`config.mk`:
```
export PLATFORM = sky130hd
export DESIGN_NAME = alu_cmd_sequencer
export DESIGN_NICKNAME = d
export VERILOG_FILES = /design/src/rtl/alu_cmd_sequencer.sv
export SDC_FILE = /design/constraint.sdc
export NUM_CORES = 1
export LEC_CHECK = 0
export CORE_MARGIN = 3
export CORE_UTILIZATION = 44
export CTS_CLUSTER_SIZE = 25
export DETAILED_ROUTE_END_ITERATION = 16
export MAX_ROUTING_LAYER = met4
export PLACE_DENSITY = 0.84
export SLEW_MARGIN = 20
export SYNTH_ARGS = -nofsm -noshare
export SYNTH_HDL_FRONTEND = slang
export SYNTH_SLANG_ARGS = --single-unit
```
`constraint.sdc`:
```
create_clock -name clk -period 1.54 [get_ports clk]
set_input_delay 0.308 -clock clk [delete_from_list [all_inputs] [get_ports clk]]
set_output_delay 0.308 -clock clk [all_outputs]
set_load 0.1 [all_outputs]
```
`src/rtl/alu_cmd_sequencer.sv`:
```
// alu_cmd_sequencer: command front-end for the 4-bit ALU.
// It accepts one command at a time and drives the ALU operands.
// After SETTLE_CYCLES edges it captures the ALU result and returns it as a response.
// A modulo by zero never samples the ALU: its zero result is reported one edge after accept,
// whatever SETTLE_CYCLES is set to.
module alu_cmd_sequencer #(
  parameter int unsigned SETTLE_CYCLES = 1,
  parameter int unsigned CNT_WIDTH     = 8
) (
  input  logic                 clk,
  input  logic                 resetN,
  input  logic                 cmdValid,
  output logic                 cmdReady,
  input  logic [3:0]           cmdA,
  input  logic [3:0]           cmdB,
  input  logic [1:0]           cmdOp,
  output logic [3:0]           aInt,
  output logic [3:0]           bInt,
  output logic [1:0]           opCode,
  input  logic [7:0]           intResult,
  output logic                 rspValid,
  input  logic                 rspReady,
  output logic [7:0]           rspResult,
  output logic [1:0]           rspOp,
  output logic                 rspDivZero,
  output logic [CNT_WIDTH-1:0] opCount
);

  // The settle counter is 4 bits wide, so the legal range stops at 15.
  if (SETTLE_CYCLES < 1 || SETTLE_CYCLES > 15) begin : gen_bad_settle
    $error("alu_cmd_sequencer: SETTLE_CYCLES must be in 1..15");
  end
  if (CNT_WIDTH < 1) begin : gen_bad_cnt
    $error("alu_cmd_sequencer: CNT_WIDTH must be at least 1");
  end

  localparam logic [3:0] SettleInit = 4'(SETTLE_CYCLES);

  typedef enum logic [1:0] {StIdle, StDrive, StResp} state_e;

  state_e     state;
  logic [3:0] settleCnt;
  logic       pendDivZero;
  logic       cmdDivZero;

  // Modulo with a zero divisor is answered without sampling the ALU.
  assign cmdDivZero = (cmdOp == 2'b10) && (cmdB == 4'd0);

  // Control FSM; every output is a register updated here.
  always_ff @(posedge clk) begin
    if (!resetN) begin
      state       <= StIdle;
      cmdReady    <= 1'b0;
      rspValid    <= 1'b0;
      rspDivZero  <= 1'b0;
      aInt        <= 4'd0;
      bInt        <= 4'd0;
      opCode      <= 2'd0;
      rspResult   <= 8'd0;
      rspOp       <= 2'd0;
      opCount     <= '0;
      settleCnt   <= 4'd0;
      pendDivZero <= 1'b0;
    end else begin
      case (state)
        StIdle: begin
          if (cmdValid && cmdReady) begin
            aInt        <= cmdA;
            bInt        <= cmdB;
            opCode      <= cmdOp;
            rspOp       <= cmdOp;
            cmdReady    <= 1'b0;
            pendDivZero <= cmdDivZero;
            settleCnt   <= cmdDivZero ? 4'd1 : SettleInit;
            state       <= StDrive;
          end else begin
            // The first edge out of reset only raises ready; there is no accept on that edge.
            cmdReady <= 1'b1;
          end
        end
        StDrive: begin
          if (settleCnt == 4'd1) begin
            rspResult  <= pendDivZero ? 8'h00 : intResult;
            rspDivZero <= pendDivZero;
            rspValid   <= 1'b1;
            state      <= StResp;
          end else begin
            settleCnt <= settleCnt - 4'd1;
          end
        end
        StResp: begin
          if (rspValid && rspReady) begin
            rspValid <= 1'b0;
            opCount  <= opCount + CNT_WIDTH'(1);
            cmdReady <= 1'b1;
            state    <= StIdle;
          end
        end
        default: state <= StIdle;
      endcase
    end
  end

endmodule

```
# == Word level (Yosys, flattened, before mapping) ==
# Cells that the tools add are included.
# word_totals
reg_bits,36
latchBits,0
mem_bits_rw,0
romBits,0
inputBits,22
output_inout_bits,31
elab_cells,50
n_memories,0
# classes
n_addsub,2
n_mul,0
n_div,0
n_lt_le_gt_ge,0
eq_ne,8
n_shift,0
n_mux,14
n_bitwise,0
reduce_logical,15
# ops
op,n
$reduce_and A3 Y1,3
$add A8 B1 Y8 const B,1
$mux W4,2
$mux W8,1
$ne A2 B2 Y1 const B,4
$pmux W4 S2,1
$reduce_and A2 Y1,4
$mux W2,3
$pmux W2 S3,1
$reduce_bool A2 Y1,3
$eq A2 B2 Y1 const B,2
$eq A4 B1 Y1 const B,1
$logic_not A4 Y1,1
$mux W1,4
$pmux W1 S2,2
$sub A4 B1 Y4 const B,1
$logic_and A1 B1 Y1,3
$eq A2 B1 Y1 const B,1
$logic_not A2 Y1,1

# == Logic depth before layout (Yosys ltp) ==
# depth
word_depth,3
mapped_depth,6

# == Least setup slack after synthesis ==
# No wires, ideal clock.
# synth_timing
path_kind,reg-to-reg
from,register opCount[0]
to,register opCount[6]
setup_ns,0.070
t_arrival_ns,1.936
setup_slack_ns,-0.467
path_stages_with_launch,5
n_path_buf,0
path_cell_list,dfxtp_1 ha_1 inv_1 or4_1 a21oi_1
# synth_between
elab_chain_len,1
# synth_rtl
element,line,source
"start, declared",26,output logic [CNT_WIDTH-1:0] opCount
"start signal, assigned",94,opCount <= opCount + CNT_WIDTH'(1);
$add A8 B1 Y8,94,
# No other way between the ends.
# A chain may end at the register's enable or synchronous reset.

# == Worst setup path after layout ==
# layout_timing
from,register settleCnt[1]
to,register settleCnt[3]
# layout_between
elab_chain_len,3
# layout_rtl
element,line,source
"start, declared",42,logic [3:0] settleCnt;
"start signal, assigned",74,settleCnt <= cmdDivZero ? 4'd1 : SettleInit;
"start signal, assigned",88,settleCnt <= settleCnt - 4'd1;
$sub A4 B1 Y4 or $eq A4 B1 Y1 (tied branches),"88, 82",
$mux W4 or $ne A2 B2 Y1 (tied branches),--,
$pmux W4 S2 or $reduce_and A3 Y1 (tied branches),--,
# Parallel ways exist; a longest one is shown, timed or not. The select of a mux whose other input is x is not followed.

==> impl_metrics.yaml <==
run_status:
  status: "finished, final reports clean"
placed_design:
  place.gp.congestion: 0.822
  dp_hpwl_um: 3050
  io_buffers: 52
pwr:
  p_leak_nw: 0.947
  ir_drop_uv: 630
  power_density_nw_per_um2: 843
setup_path:
  startpoint_type: "flip-flop"
  path_class: "reg -> reg"
  cp.depth: 5
  worstPathCellList: "inv_1 -> ha_1 -> nor3b_2 -> or4_1 -> a21oi_1"
  required_ps: 1830
  worst-path-buf-inv: 1
  max_stage_delay_ps: 460
  crit_slowest_cell: "or4_1"
  reg2reg_depth: 5
  end_kind: "flip-flop"
  path_max_fanout: 4
  worstPathArrival_ps: 1720
  cpLargestDelayFamily: "simple AND/OR/NAND/NOR gates"
global_routing:
  track_usage_pct: 21.6
  grt_pass1_vias: 1459
  grt_pass1_wl_um: 6880
  grt-ovfl-total: 0
  grt_max_degree: 20
  grt_antenna_before_repair: 0
cts:
  cts_setup_buffers: 0
  htree_levels: 2
  cts_sinks: 36
  clock_latency_ps: 350
  path_clk_slew_ps: 120
  cts-buffers-inserted: 5
  cts_buffer_depth: 2
  cts-root-buf: "clkbuf_4"
  cts_tree: "done"
logic_synthesis:
  synth_cell_types: 32
  synthTopCellsByArea: "dfxtp_1 47%, a21oi_1 10%, nand2_1 6.9%, nand4b_1 5.1%, o21ai_0 4.6%"
  synth.ff_latch_count: 36
  synth_edf_count: 0
  yosysTopAreaCellShare_pct: 47.1
  async_flop_share_pct: 0
  synth_nets: 202
  synth_warnings: 0
  syn_inst: 177
  synth_top_cells_by_count: "36 x dfxtp_1, 31 x a21oi_1, 28 x nand2_1"
  yosysTopAreaCell: "dfxtp_1"
  synth.most_common_cell: "dfxtp_1"
  netlist_area_um2: 1530
  yosysSeqAreaShare_pct: 47.1
  synth_area_per_cell_um2: 8.65
  synth_ff_type: "dfxtp_1"
sta:
  hold_viol_final: 0
  fin_crit_sh_pct: 93.1
  worst_slew_pin_slew_ps: 376
  report.final.slew_viol_count: 0
  clock_skew_ps: 13.1
  fin_crit_ps: 1430
  timing.fmax_mhz: 697
  hold-worst-slack_ps: 497
  setup_violations: 0
  max_slew_margin_pct: 74.9
  grt_setup_unrepaired: "false"
  setup_tns_ps: 0
worst_hold_path:
  hold_depth: 2
  hp-class: "reg -> reg"
detailed_routing:
  drtAntennaViolNets: 0
  first_iter_violations: 85
  first_pass_iters: 4
  drt-wirelength-per-cell_um: 14.3
  drcViolationCount: 0
  route.vias.total: 1530
  viasPerCell: 5.43
  wl_um: 4050
cells_and_area:
  antenna_cells: 0
  layout-drive-gt1-share_pct: 29.0
  syn_to_final_growth_pct: 67.2
  nets: 262
  fillers: 202
  utilization_pct: 80.6
die:
  fp.coreArea_um2: 3180
  num_rows: 20
  pin_count: 53
  dieArea_um2: 4220
  initial_core_util_pct: 48.2
  die_w_um: 65.0
  die_h_um: 65.0
run:
  drv_cap: 0
[worst min-delay path: cells and delay by family, from the launching register on]
family | cells | cell delay (ps)
DFF | 1 | 350
and+or+nand+nor | 1 | 60
AOI/OAI and AO/OA | 1 | 50
[report_power, final]
| part | total, mW | switching, mW | internal (mW) |
|---|---|---|---|
| Clock | 0.531 | 0.314 | 0.217 |
| Sequential | 1.02 | 0.0505 | 0.969 |
| Combinational | 0.607 | 0.360 | 0.247 |
[layer usage]
layer	routed length, µm	track usage [%]	part of all wire, %
met5	0	-	0
met4	56	7.12	1.4
met3	285	7.11	7.0
met2	2010	35.0	50
met1	1700	25.2	42
[kinds of logic (layout without fill, tap and decap cells)]
kind of cell	after synthesis	after routing	share of synthesized area (%)
AO/OA/AOI/OAI	52	52	18.1
flip-flops	36	36	47.1
multiplexers	2	2	1.31
adder cells (fa/ha/maj)	3	3	2.45
buffers and inverters	19	80	5.39
AND/OR/NAND/NOR	64	64	25.2
XOR/XNOR	1	1	0.572
[worst paths after layout]
kind	from	endpoint	slack, ps
setup / recovery	settleCnt[1]	settleCnt[3]	110
hold / removal	bInt[2]	bInt[2]	500
setup reg to reg	settleCnt[1]	settleCnt[3]	110
hold reg to reg	bInt[2]	bInt[2]	500
[timing repair]
item                                    in CTS  in global routing
gates resized for setup                      0                  3
hold buffers                                 0                  0
endpoints found under the setup margin       0                 17
[state kept, by name (all words and copies together), names as in the netlist]
signal and flops:
settleCnt 4, bInt 4, rspResult 8, aInt 4
cmdReady 1, pendDivZero 1, rspValid 1, rspOp 2
rspDivZero 1, opCount 8, state 2
[placed cells by master (no fill, tap or decap), drive strengths merged, types with 2 or more instances in the layout]
cell type	netlist	layout
ha	3	3
or3	3	3
dfxtp	36	36
o31ai	4	4
nand4b	10	10
or4	6	6
mux2i	2	2
nand2b	2	2
a21oi	31	31
clkdlybuf4s50	0	21
nand2	28	28
inv	7	7
nor2	3	3
buf	5	44
clkinv	0	2
nor4	2	2
clkbuf	7	6
o21ai	14	14
nand3	2	2
[cell type report]
cell class,count,area (µm²),area share (%)
Clock buffer,6,51.3,2.00
Tap cell,44,55.1,2.15
Multi-Input combinational cell,122,746,29.1
Clock inverter,2,10.0,0.391
Sequential cell,36,743,29.0
Inverter,7,26.3,1.03
Timing Repair Buffer,65,928,36.3
[per-stage QoR]
stage | cells | cell area, µm² | power [mW] | setup WS [ps]
3_3_place_gp | 274 | 2490 | 1.63 | -247
6_report | 282 | 2560 | 2.16 | 105
2_1_floorplan | 177 | 1550 | 1.38 | 3.63
5_1_grt | 282 | 2560 | 2.25 | 9.98
3_5_place_dp | 274 | 2490 | 1.64 | -289
4_1_cts | 282 | 2550 | 2.16 | 30.6
No activity file was read; power rests on OpenSTA's default activity.
==> patch 1: new RTL, same flow settings <==
`CNT_WIDTH`: 8 -> 12.
--- a/src/rtl/alu_cmd_sequencer.sv
+++ b/src/rtl/alu_cmd_sequencer.sv
@@ -6,5 +6,5 @@
 module alu_cmd_sequencer #(
   parameter int unsigned SETTLE_CYCLES = 1,
-  parameter int unsigned CNT_WIDTH     = 8
+  parameter int unsigned CNT_WIDTH     = 12
 ) (
   input  logic                 clk,
Interface: changed (resized opCount); port bits go from 53 to 57. No check against the original RTL was run, so the function may have changed too.
==> patch 1 against the unedited design <==
  * Die area up 13%
  * Routed wire length up 5.2%
  * Synthesized area up 15%
  * Setup slack worse by 57 ps
  * Sequential cell count up 4
  * Cell area up 14%
  * Clock power up 43%
  * Power up 13%
  * Final cell count up 8.5%
  * First-iteration DRC count up 7.1%
  * Count of clock-buffer cells in the layout up 2
  * Sequential power up 9%
  * Core utilization down 2.4 points
  * Highest routed layer unchanged
==> patch 1: results <==
[run_status]
outcome = "completed"

[routing]
met2_length_um = 2150
via_count = 1594
routed_wl_um = 4260
route.met3.wl_um = 333
first_iter_violations = 91

[placed_design]
dpl_cell_area_um2 = 2790
port_buffers = 56
dpl.cell_count = 298
detailed_place_hpwl_um = 3230

[synthesis]
synth_cells = 196
netlist_top_cells_area = "dfxtp_1, a21boi_0, nand2_1"
synthXorXnorAreaFrac_pct = 4.98
syn_nets = 221
synth.top_cells.by_count = "nand2_1, dfxtp_1, a21boi_0, nand3_1, nand3b_1"
netlist_area_um2 = 1760
synth_fa_ha_area_share_pct = 2.14
synth.area.mux_share_pct = 1.14
synth_compound_area_share_pct = 12.5

[power_and_ir_drop]
powerComb_mw = 0.579
swShare_pct = 29.9
vdd_drop_max_mv = 0.722
p_leak_nw = 1.16
seq_power_share_pct = 45.3

[finish]
register_area_um2 = 841
buffers_excl_clock = 64
top_regs = "opCount: 12 flops, rspResult: 8 flops"
multi_input_area_um2 = 930
num-nonclk-inverters = 3
nets = 282
n_clock_buffer = 8
seq_cells = 40
multi_input_gates = 143
fillers = 239
clk_share_pct = 3.42
nonClkBufAreaFrac_pct = 33.6

[worst_setup_path]
crit_path_max_fanout = 6
max_stage_delay_ps = 540

[cts]
clkTransAtPathRegs_ps = 70
clk_latency_ps = 290
cts_resized = 1
cts-root-buf = "clkbuf_8"

[global_route]
grt_max_degree = 41
grt_pass1_wl_um = 7310
grtUsageTotal_pct = 19.2

[sta]
clock_skew_ps = 7.15
worst_pin_slew_ps = 314
[patch 1: cell types whose count changed in the layout (fill, tap and decap cells not counted), moves of 8 or more]
| cell | before | now |
|---|---|---|
| a21oi_1 | 31 | 0 |
| a21boi_0 | 0 | 23 |
| nand2_1 | 28 | 43 |
| o21ai_0 | 14 | 1 |
| and2_1 | 0 | 8 |
| nand3b_1 | 1 | 9 |
| nand4b_1 | 9 | 1 |
[patch 1: routing by layer]
metal | vias up | global-route usage [%]
li1 | 788 | -
met1 | 748 | 20.2
met5 | - | -
met2 | 51 | 33.3
met3 | 7 | 8.12
met4 | 0 | 4.56
[patch 1: path summary, 6_finish.rpt]
kind                                   start      endpoint  slack, ps  cells past startpoint
worst min register to register  rspResult[7]  rspResult[7]        500                      2
worst min-delay path            rspResult[7]  rspResult[7]        500                      2
worst max register to register  settleCnt[1]  settleCnt[3]        110                      6
worst max-delay path                rspReady    opCount[7]         50                      5
==> patch 2: new RTL, config.mk and constraints unchanged <==
Without the edit above. Put one more register stage on the output `opCount`, with the module's reset. The value now appears one clock later. The other outputs are not delayed to match.
--- a/src/rtl/alu_cmd_sequencer.sv
+++ b/src/rtl/alu_cmd_sequencer.sv
@@ -26,4 +26,6 @@
   output logic [CNT_WIDTH-1:0] opCount
 );
+
+  logic [CNT_WIDTH-1:0] opCount_s0;
 
   // The settle counter is 4 bits wide, so the legal range stops at 15.
@@ -59,5 +61,5 @@
       rspResult   <= 8'd0;
       rspOp       <= 2'd0;
-      opCount     <= '0;
+      opCount_s0  <= '0;
       settleCnt   <= 4'd0;
       pendDivZero <= 1'b0;
@@ -92,5 +94,5 @@
           if (rspValid && rspReady) begin
             rspValid <= 1'b0;
-            opCount  <= opCount + CNT_WIDTH'(1);
+            opCount_s0 <= opCount_s0 + CNT_WIDTH'(1);
             cmdReady <= 1'b1;
             state    <= StIdle;
@@ -102,4 +104,12 @@
   end
 
+  always_ff @(posedge clk) begin
+    if (!resetN) begin
+      opCount <= '0;
+    end else begin
+      opCount <= opCount_s0;
+    end
+  end
+
 endmodule
 
Behaviour: not the same (a bounded check fails within 10 cycles, from zero or initial values and one cycle with resetN low).
==> patch 2 against the unedited design <==
  * Sequential cell count increased by 8
  * Cell area up 12%
  * First-iteration DRC count grew 62%
  * Non-clock buffer count up 2
  * Routed wire length up 16%
  * Critical endpoint is now opCount_s0[7]
  * Die area is 17% higher
  * Synthesized cell count up 12%
  * Synthesized area up 18%
  * Clock skew shrank 7.7 ps
  * Setup slack worse by 69 ps
  * Sequential power rose by 21%
  * Power grew 22%
==> patch 2: results <==
[run_status]
outcome = "completed"

[synthesis]
synth.top_cells.by_count = "dfxtp_1, nand2_1, a21oi_1"
ys_types = 39
ys_seq_area_share_pct = 48.6
synthXorXnorAreaFrac_pct = 0.483
netlist_top_cells_area = "dfxtp_1, a21oi_1, nand2_1"
synth.area.mux_share_pct = 3.11
synth_compound_area_share_pct = 12.9

[routing]
drt-met1-wl_um = 1880
met2_length_um = 2520
route.met3.wl_um = 223
routed_wl_um = 4690

[sta]
worst_pin_slew_ps = 346

[global_route]
met2_usage_pct = 34.3
grt_pass1_vias = 1636
grt_max_degree = 15
met1_usage_pct = 21.3
grtUsageTotal_pct = 19.7
grt.met3_usage_pct = 5.32
grt_pass1_wl_um = 7540

[finish]
drive_gt1_share_pct = 29.3
nets = 283
fillers = 239

[worst_setup_path]
crit_path_max_fanout = 7
max_stage_delay_ps = 540
critPathSlowestCell = "clkdlybuf4s50_1"
crit_family = "buffers and inverters"

[cts]
clkTransAtPathRegs_ps = 80
clk_latency_ps = 300

[placed_design]
pre_cts_slack_ps = -255
dpl_cell_area_um2 = 2740

[power_and_ir_drop]
vdd_drop_max_mv = 0.586
[patch 2: cell types whose count changed in the layout (fill, tap and decap cells not counted), moves of 4 or more]
cell,before,now
clkbuf_4,5,0
dfxtp_2,9,5
nor2_1,3,9
mux2_2,0,5
o31ai_1,4,0
o21ai_0,14,9
or4_1,6,0
a21oi_1,31,25
and2_1,0,6
nor3_1,0,6
dfxtp_1,24,38
clkbuf_8,1,6
[patch 2: final timing paths]
path | end | slack (ps) | from | depth (start not counted)
worst max-delay path | opCount_s0[7] | 40 | rspReady | 4
worst max register to register | state[0] | 60 | settleCnt[0] | 4
worst min-delay path | opCount_s0[1] | 490 | opCount_s0[1] | 2
worst min register to register | opCount_s0[1] | 490 | opCount_s0[1] | 2
[patch 2: where the power goes]
group          internal (mW)  leakage [nW]  switching [mW]
combinational          0.272         0.708           0.389
clock                  0.366        0.0455           0.370
sequential              1.18         0.359          0.0528
total                   1.82          1.11           0.812
[patch 2: metrics by stage]
step | power [mW] | util, % | hold slack (ps) | TNS (ps) | std cells
finish | 2.63 | 74.9 | 486 | 0 | 307
global route | 2.72 | 74.9 | 512 | -33.5 | 307
CTS | 2.63 | 74.3 | 476 | 0 | 307
detailed placement | 1.89 | 71.6 | 465 | -1450 | 299
global placement | 1.87 | 71.6 | 463 | -959 | 299
floorplan | 1.63 | - | 436 | 0 | 199
[patch 2: repair_timing]
action,CTS,global route
gates resized for setup,4,7
gates cloned,0,0
endpoints found under the setup margin,3,6
[patch 2: layout make-up]
class,count,area [um^2],share of cell area [%]
repair buffers,67,943,32.9
flip-flops and latches,44,891,31.1
multi-input cells,133,856,29.9
clock buffers,8,90.1,3.14
well taps,48,60.1,2.10
inverters,7,26.3,0.917
